$ cat src/rtl/sha1_pad_if.sv
// Word-stream handshake bundle for the SHA-1 padder: message words in, padded block words out.
interface sha1_pad_if;
  logic        in_valid;
  logic        in_ready;
  logic [31:0] in_data;
  logic [2:0]  in_bytes;
  logic        in_last;
  logic        out_valid;
  logic        out_ready;
  logic [31:0] out_data;
  logic        out_first;
  logic        out_last;

  modport master (
    output in_valid, in_data, in_bytes, in_last, out_ready,
    input  in_ready, out_valid, out_data, out_first, out_last
  );

  modport slave (
    input  in_valid, in_data, in_bytes, in_last, out_ready,
    output in_ready, out_valid, out_data, out_first, out_last
  );
endinterface

$ cat src/rtl/sha1_pad.sv
// SHA-1 message padder: 0x80 marker, zero fill, 64-bit bit length; one-word output register, latency 1.
// Input is accepted only when the output register is free or draining that cycle; out_valid/out_data hold under backpressure.
module sha1_pad (
  input  logic       wb_clk_i,
  input  logic       reset_n,
  input  logic       start,
  sha1_pad_if.slave  bus,
  output logic       busy,
  output logic       done
);
  typedef enum logic [2:0] {IDLE, DATA, PAD, ZERO, LEN_HI, LEN_LO} state_t;

  state_t      state;
  logic [63:0] bit_len;
  logic [3:0]  word_idx;
  logic        out_vld_r;
  logic [31:0] out_dat_r;
  logic        out_first_r;
  logic        out_last_r;

  logic [2:0]  nb;
  logic [31:0] in_word;
  logic        can_load;
  logic        in_rdy;
  logic        in_fire;
  logic        out_fire;
  logic [3:0]  load_idx;
  logic        len_next;
  logic        ld_en;
  logic [31:0] ld_dat;
  logic        ld_last;

  always_comb begin
    nb = (bus.in_bytes > 3'd4) ? 3'd4 : bus.in_bytes;
    in_word = '0;
    // Keep valid bytes; the terminating marker goes right after them on a short last word.
    for (int b = 0; b < 4; b++) begin
      if (3'(b) < nb)
        in_word[31-8*b -: 8] = bus.in_data[31-8*b -: 8];
      else if (bus.in_last && 3'(b) == nb)
        in_word[31-8*b -: 8] = 8'h80;
    end

    can_load = !out_vld_r || bus.out_ready;
    in_rdy   = (state == DATA) && can_load && !start;
    in_fire  = bus.in_valid && in_rdy;
    out_fire = out_vld_r && bus.out_ready;
    // Index of the word that a load this cycle would occupy.
    load_idx = word_idx + {3'b000, out_vld_r};
    len_next = (load_idx + 4'd1) == 4'd14;

    ld_en   = 1'b0;
    ld_dat  = '0;
    ld_last = 1'b0;
    case (state)
      DATA: begin
        ld_en  = in_fire && (nb != 3'd0 || bus.in_last);
        ld_dat = in_word;
      end
      PAD: begin
        ld_en  = can_load;
        ld_dat = 32'h8000_0000;
      end
      ZERO:   ld_en = can_load;
      LEN_HI: begin
        ld_en  = can_load;
        ld_dat = bit_len[63:32];
      end
      LEN_LO: begin
        ld_en   = can_load && !(out_vld_r && out_last_r);
        ld_dat  = bit_len[31:0];
        ld_last = 1'b1;
      end
      default: ld_en = 1'b0;
    endcase
  end

  always_ff @(posedge wb_clk_i or negedge reset_n) begin
    if (!reset_n) begin
      state       <= IDLE;
      bit_len     <= '0;
      word_idx    <= '0;
      out_vld_r   <= 1'b0;
      out_dat_r   <= '0;
      out_first_r <= 1'b0;
      out_last_r  <= 1'b0;
      done        <= 1'b0;
    end else begin
      done <= 1'b0;
      if (start) begin
        state       <= DATA;
        bit_len     <= '0;
        word_idx    <= '0;
        out_vld_r   <= 1'b0;
        out_first_r <= 1'b0;
        out_last_r  <= 1'b0;
      end else begin
        if (out_fire) begin
          out_vld_r <= 1'b0;
          word_idx  <= word_idx + 4'd1;
        end
        if (ld_en) begin
          out_vld_r   <= 1'b1;
          out_dat_r   <= ld_dat;
          out_first_r <= (load_idx == 4'd0);
          out_last_r  <= ld_last;
        end
        case (state)
          IDLE: ;
          DATA: begin
            if (ld_en) bit_len <= bit_len + {58'd0, nb, 3'b000};
            if (ld_en && bus.in_last)
              state <= (nb == 3'd4) ? PAD : (len_next ? LEN_HI : ZERO);
          end
          PAD, ZERO: if (ld_en) state <= len_next ? LEN_HI : ZERO;
          LEN_HI:    if (ld_en) state <= LEN_LO;
          LEN_LO: begin
            if (out_vld_r && out_last_r && bus.out_ready) begin
              done  <= 1'b1;
              state <= IDLE;
            end
          end
          default: state <= IDLE;
        endcase
      end
    end
  end

  assign bus.in_ready  = in_rdy;
  assign bus.out_valid = out_vld_r;
  assign bus.out_data  = out_dat_r;
  assign bus.out_first = out_first_r;
  assign bus.out_last  = out_last_r;
  assign busy          = (state != IDLE);
endmodule

$ cat src/flat_wrapper.sv
// flat-port wrapper written by rule: the top's interface ports become plain ports
module sha1_pad_flat 
  (wb_clk_i, reset_n, start, busy, done, bus_in_valid, bus_in_data, bus_in_bytes, bus_in_last, bus_out_ready, bus_in_ready, bus_out_valid, bus_out_data, bus_out_first, bus_out_last);
  sha1_pad_if bus_i ();
  input  logic wb_clk_i;
  input  logic reset_n;
  input  logic start;
  output logic busy;
  output logic done;
  input wire logic [$bits(bus_i.in_valid)-1:0] bus_in_valid;
  input wire logic [$bits(bus_i.in_data)-1:0] bus_in_data;
  input wire logic [$bits(bus_i.in_bytes)-1:0] bus_in_bytes;
  input wire logic [$bits(bus_i.in_last)-1:0] bus_in_last;
  input wire logic [$bits(bus_i.out_ready)-1:0] bus_out_ready;
  output wire logic [$bits(bus_i.in_ready)-1:0] bus_in_ready;
  output wire logic [$bits(bus_i.out_valid)-1:0] bus_out_valid;
  output wire logic [$bits(bus_i.out_data)-1:0] bus_out_data;
  output wire logic [$bits(bus_i.out_first)-1:0] bus_out_first;
  output wire logic [$bits(bus_i.out_last)-1:0] bus_out_last;
  assign bus_i.in_valid = bus_in_valid;
  assign bus_i.in_data = bus_in_data;
  assign bus_i.in_bytes = bus_in_bytes;
  assign bus_i.in_last = bus_in_last;
  assign bus_i.out_ready = bus_out_ready;
  assign bus_in_ready = bus_i.in_ready;
  assign bus_out_valid = bus_i.out_valid;
  assign bus_out_data = bus_i.out_data;
  assign bus_out_first = bus_i.out_first;
  assign bus_out_last = bus_i.out_last;
  sha1_pad u_core (.wb_clk_i(wb_clk_i), .reset_n(reset_n), .start(start), .bus(bus_i), .busy(busy), .done(done));
endmodule
$ cat config.mk
export PLATFORM = sky130hd
export DESIGN_NAME = sha1_pad_flat
export DESIGN_NICKNAME = d
export VERILOG_FILES = /design/src/rtl/sha1_pad_if.sv /design/src/rtl/sha1_pad.sv /design/src/flat_wrapper.sv
export SDC_FILE = /design/constraint.sdc
export NUM_CORES = 1
export LEC_CHECK = 0
export ABC_AREA = 1
export BUFFER_PORTS_ARGS = -buffer_cell sky130_fd_sc_hd__buf_2
export CORE_AREA = 10 10 135 199
export CTS_BUF_LIST = sky130_fd_sc_hd__clkbuf_8
export DETAILED_ROUTE_END_ITERATION = 7
export DIE_AREA = 0 0 145 209
export PLACE_DENSITY = 0.52
export SYNTH_ARGS = -nofsm -noshare
export SYNTH_HDL_FRONTEND = slang
export SYNTH_SLANG_ARGS = --single-unit
$ cat constraint.sdc
create_clock -name wb_clk_i -period 2.1 [get_ports wb_clk_i]
set_input_delay 0.42 -clock wb_clk_i [delete_from_list [all_inputs] [get_ports wb_clk_i]]
set_output_delay 0.42 -clock wb_clk_i [all_outputs]
set_load 0.05 [all_outputs]
==> results of run 1 <==
-- kinds of logic after synthesis --
kind of cell	Yosys count	synth area share, %
compound gates	140	11.82
xor+xnor	3	0.3838
fa+ha+maj	7	1.389
buf+inv	155	9.302
flops	104	38.01
simple gates	621	39.09
-- worst paths after layout --
| kind | from | cells past startpoint | to | slack (ps) |
|---|---|---|---|---|
| max | u_core.bit_len[3] | 13 | u_core.bit_len[37] | -80 |
| min | bus_in_data[17] | 3 | u_core.bus.out_data[17] | 280 |
| max reg2reg | u_core.bit_len[3] | 13 | u_core.bit_len[37] | -80 |
| min reg2reg | u_core.bus.out_data[12] | 2 | u_core.bus.out_data[12] | 480 |
| max in group asynchronous | reset_n | 3 | u_core.bus.out_data[23] | 1050 |
| min in group asynchronous | reset_n | 2 | u_core.bus.out_data[7] | 480 |
-- report_power, final --
group | switching (mW) | total, mW | internal [mW]
Clock | 0.783 | 1.36 | 0.581
Sequential | 0.198 | 2.49 | 2.29
Combinational | 2.04 | 2.79 | 0.750
Total | 3.02 | 6.64 | 3.62
-- metrics by stage --
step                      total power, mW  hold slack (ps)  utilization (%)  setup TNS, ps  worst slack, ps
after floorplan                     4.369            124.4                -         -264.6           -100.1
after global placement              5.319            385.6            35.64          -8324           -411.4
after detailed placement            5.323            383.9            35.64          -9683           -424.8
after CTS                           6.697            274.4            36.73              0           0.4994
after global routing                7.011            286.2            37.77          -2491           -161.6
final                               6.644            284.1            37.77         -287.6           -75.72
-- per-layer routing --
layer | track usage (%) | vias to the layer above
met1 | 19.73 | 3668
met2 | 37.52 | 177
met3 | 2.422 | 71
li1 | - | 3756
met5 | 0 | -
met4 | 13.85 | 0
-- worst max-delay path, stage by stage, from the launching register on --
cell and delay [ps]:
dfrtp_1 440, ha_4 180, inv_4 40, fa_2 360
inv_2 80, nand2_2 60, nand2_2 80, nand2_4 70
nor2_2 130, nand2_2 100, nor2_4 180, nand3_1 110
o21ai_0 180, a21oi_1 60
-- final cells by class --
type,instances,area [µm²],share of cell area [%]
tap,319,399.1,4.517
multi-input combinational,771,3837,43.43
sequential,104,2604,29.47
inverter,127,494.2,5.593
clock inverter,5,56.30,0.6372
clock buffer,10,137.6,1.558
timing repair buffer,191,1308,14.80
-- synth_stat cells (4+ instances only) --
library cell	n	area share (%)
buf_2	7	0.51
nor3_1	34	2.5
a21oi_1	34	2.5
o221ai_1	12	1.5
inv_1	124	6.8
clkbuf_1	12	0.66
nand3_1	84	6.1
buf_4	4	0.44
nor2_1	134	7.3
nand4_1	51	4.7
nand2_1	304	17
ha_1	6	1.1
o21ai_0	62	4.5
o22ai_1	11	1.0
dfrtp_1	104	38
-- state kept, by name (all words and copies together) (netlist names) --
register / cells
u_core.bus.out_valid: 1
u_core.bus.out_data: 32
u_core.bus.out_first: 1
u_core.bus.out_last: 1
u_core.word_idx: 4
u_core.done: 1
u_core.state: 3
u_core.bit_len: 61
-- cells in the final DEF, fill, tap and decap left out, types with 3 or more instances in the layout --
master	count
inv_1	119
inv_2	5
nand2_2	10
nand2_4	3
o22ai_1	11
nand3_2	5
o21ai_0	48
dfrtp_1	103
ha_1	4
buf_4	103
nand3_1	80
nor2_4	6
buf_12	3
nor2_2	9
buf_6	7
a221oi_1	3
nand2_1	292
o211ai_1	3
nand4_1	51
nor2_1	123
a21oi_2	4
a31oi_1	3
o221ai_1	12
o21ai_1	12
nor3_4	3
clkbuf_8	10
nor3_2	5
o31ai_1	3
nor3_1	28
o21ai_2	5
buf_2	77
a21oi_1	30
-- repair_timing --
action	4_1_cts	5_1_grt
pin swaps	3	18
hold buffers	1	0
gates resized for setup	5	70
endpoints found under the hold margin	24	0
setup endpoints to repair	16	38
buffers inserted	4	4
gates cloned	0	0
==> impl_metrics.yaml, run 1 <==
critical_path:
  endpoint_type_of_the_worst_setup_path: "flip-flop"
  crit_path_max_fanout: 5
  worst-endpoint-required_ps: 2410
  timing.critical_path.from_type: "flip-flop"
  cp_data_arrival_time_ps: 2480
  critPathKind: "flip-flop to flip-flop"
sta:
  period_minus_slack_ps: 2176
  slack_of_the_critical_path_ps: -75.72
  rsz0062_at_grt: "true"
  hold_violation_total_from_the_final_report: 0
  maxSlewHeadroom_pct: 60.87
  worst_max_slew_pin_slew_ps: 585.0
  fin_skew_ps: 19.87
  max_freq_ghz: 0.4596
  setup_viol: 11
  share_of_the_clock_period_used_by_the_worst_path_pct: 103.6
  maxSlewViolCount: 0
pwr:
  power_density_nw_per_um2: 752.0
  ir_worst_vdd_v: 0.0003704
  leakage_nw: 4.126
finish:
  final-instance-count-excl-fill: 1527
  layout-drive-gt1-share_pct: 22.35
  fin_nets: 1252
  fill_cells: 2587
  post-route-cell-area_um2: 8836
  antenna_cells_inserted: 0
  area.growth.synth_to_final_pct: 29.06
floorplan:
  die_width_um: 145
  fp.dieH_um: 209
  core_area_um2: 23400
  die-area_um2: 30310
  rows: 69
  floorplan.initialDensity_pct: 29.26
  io-pin-count: 79
detailed_routing:
  route.detailed.vias_per_inst: 5.024
  routed-via-count: 7672
  route.detailed.drc: 0
  detail_route.wirelength.met1_um: 11160
  top_layer: "met4"
  detailroute.wirelength.met3_um: 941
  1st_pass_router_iterations: 5
  avgRoutedWirePerCell_um: 20.09
  drt_iter0_drc: 564
  wl_met2_um: 16560
  postRouteAntennaNets: 0
  finalWirelength_um: 30680
global_routing:
  first_global_vias: 7814
  grt_start_max_net_pins: 64
  grt_resource_usage_total_pct: 19.89
  grt_antenna_before_repair: 0
  grt_pass1_wl_um: 46210
  grt_overflow: 0
place:
  gp_congestion: 0.9731
  dp_cells: 1503
  detailedPlacementHpwl_um: 25020
  detailed_place.area_um2: 8338
  placement.io_buffers: 78
clock_tree:
  tritoncts: "built"
  clk_latency_ps: 410
  cts_htree_levels: 3
  cts_root_buf: "clkbuf_8"
  worst_setup_hold_path_clk_slew_ps: 110
  clock_sink_count: 104
  ctsLongestPathBuffers: 2
  cts-buffers-inserted: 9
synth:
  ys_async_sr_fraction_pct: 100.0
  register_bit_count_reported_by_yosys: 104
  synth_fp_nets: 1078
  number_of_flops_mapped_to_enable_cells_by_yosys: 0
  synth_sequential_area_ratio_pct: 38.01
  post_synth_instance_area_um2: 6847
  synth.avg_cell_area_um2: 6.647
  yosys_warnings: 0
  netlist_instances: 1030
  ys.flop_type: "dfrtp_1"
  netlist-cell-type-count: 44
hold_path:
  timing.hold.worst.class: "primary input to flip-flop"
outcome:
  violations: "negative setup slack"
  outcome: "finished, violations left"
job:
  cap_viol_max_count: 0
Power figures use the tool's default switching activity.
==> run 2, diff against run 1 <==
- PLACE_DENSITY: 0.52 -> 0.5
- RECOVER_POWER: not set -> 100
- clock period: 2.1 -> 2.75 ns (I/O delays scaled with it)
==> run 2 against run 1 <==
The run ends with max-capacitance violations, max-slew violations left. Critical path depth down 9. Sequential power fell by 24%. Die area unchanged. Core utilization decreased by 3.9 points. Count of clock-buffer cells in the layout unchanged. Via count is 3.5% lower. Largest cell class unchanged. Largest power group unchanged.
==> impl_metrics.yaml, run 2 (synthesized netlist as in run 1, its figures left out) <==
outcome:
  outcome: "finished, violations left"
  violations: "max-capacitance violations, max-slew violations"
floorplan:
  floorplan.initialDensity_pct: 29.26
  die_width_um: 145
  rows: 69
  io-pin-count: 79
  fp.dieH_um: 209
  die-area_um2: 30310
  core_area_um2: 23400
finish:
  mostFrequentLayoutCell: "nand2_1"
  fin_nets: 1175
  post-route-cell-area_um2: 7913
  layout.cells.most_common_list: "304 x nand2_1, 134 x nor2_1, 125 x inv_1, 104 x dfrtp_1, 85 x nand3_1"
  postLayoutCoreUtil_pct: 33.82
  area.growth.synth_to_final_pct: 15.57
  layout-drive-gt1-share_pct: 8.216
  registers.top_by_ff_count: "u_core.bit_len"
  largest_register_ffs: 61
hold_path:
  timing.hold.worst.class: "primary input to flip-flop"
place:
  gp_congestion: 0.9393
  detailedPlacementHpwl_um: 24170
  detailed_place.area_um2: 7774
  placement.io_buffers: 78
sta:
  period_minus_slack_ps: 2559
  rsz0062_at_grt: "false"
  share_of_the_clock_period_used_by_the_worst_path_pct: 93.07
  final.hold.worst_slack_ps: 417.6
  maxSlewHeadroom_pct: -42.85
  timing.setup.tns_ps: 0
  max_freq_ghz: 0.3907
  worst_max_slew_pin_slew_ps: 2143
  setup_viol: 0
  fin_skew_ps: 20.68
  hold_violation_total_from_the_final_report: 0
  maxSlewViolCount: 35
critical_path:
  timing.critical_path.cells: "inv_2 > nand3_1 > nor2_4 > clkbuf_1"
  timing.critical_path.slowest_cell_delay_ps: 490
  timing.critical_path.slowest_stage_cell: "clkbuf_1"
  crit_path_max_fanout: 6
  cp_data_arrival_time_ps: 2010
  worst-endpoint-required_ps: 2200
  endpoint_type_of_the_worst_setup_path: "primary output"
  critPathKind: "flip-flop to primary output"
  cpLargestDelayFamily: "buffers and inverters"
  timing.critical_path.from_type: "flip-flop"
  critical_path.n_buffers_inverters: 2
clock_tree:
  tritoncts: "built"
  postCtsSetupBuffers: 0
  cts.repair.resized: 0
  clock_sink_count: 104
  clk_latency_ps: 420
  worst_setup_hold_path_clk_slew_ps: 110
  cts_root_buf: "clkbuf_8"
  cts_hold_buffers: 0
  cts_htree_levels: 3
  ctsLongestPathBuffers: 2
  cts-buffers-inserted: 9
global_routing:
  grt_pass1_wl_um: 45200
  grt_antenna_before_repair: 0
  first_global_vias: 7477
  grt_resource_usage_total_pct: 19.48
  grt_overflow: 0
  grt_start_max_net_pins: 51
detailed_routing:
  postRouteAntennaNets: 0
  routed-via-count: 7407
  drt_iter0_drc: 569
  1st_pass_router_iterations: 5
  route.detailed.vias_per_inst: 5.101
  route.detailed.drc: 0
  avgRoutedWirePerCell_um: 20.66
  finalWirelength_um: 29990
pwr:
  ir_worst_vdd_v: 0.0002866
  power_density_nw_per_um2: 633.4
  total_power_mw: 5.012
  leakage_nw: 3.473
job:
  cap_viol_max_count: 1
[run 2: worst min-delay path, delay by kind of cell]
kind	cells	cell delay [ps]
buf+inv	1	80
compound gates	2	180
[run 2: area by class of cell]
cell class / instances / area, µm²
fillers: 2653 / 15480
inverters: 127 / 476.7
clock inverters: 6 / 95.09
diodes: 1 / 2.502
well taps: 319 / 399.1
multi-input cells: 771 / 3602
clock buffers: 10 / 137.6
repair buffers: 114 / 596.8
flip-flops and latches: 104 / 2603
[run 2: metrics by stage]
step / worst slack (ps) / std cells
global route: 40.84 / 1451
detailed placement: 18.32 / 1435
floorplan: 297.3 / 1030
global placement: 46.10 / 1435
CTS: 313.7 / 1451
finish: 190.7 / 1452
[run 2: final timing paths]
path                                         startpoint                       to  slack, ps  cells past startpoint
worst min-delay path                    bus_in_data[21]  u_core.bus.out_data[21]        420                      3
worst min register to register  u_core.bus.out_data[13]  u_core.bus.out_data[13]        500                      2
worst max-delay path                    u_core.state[2]             bus_in_ready        190                      4
min in group asynchronous                       reset_n       u_core.bit_len[54]        720                      1
worst max register to register          u_core.state[2]  u_core.bus.out_data[31]        250                      9
max in group asynchronous                       reset_n       u_core.bit_len[45]        710                      2
[run 2: where the power goes]
part,total [mW],internal (mW),switching [mW]
sequential,1.90,1.75,0.152
combinational,1.94,0.402,1.53
clock,1.17,0.551,0.623
[run 2: layer usage]
metal | wire (µm) | track usage (%)
met2 | 16240 | 36.89
met1 | 10910 | 19.67
met4 | 1743 | 12.33
met5 | 0 | 0
met3 | 1108 | 2.379
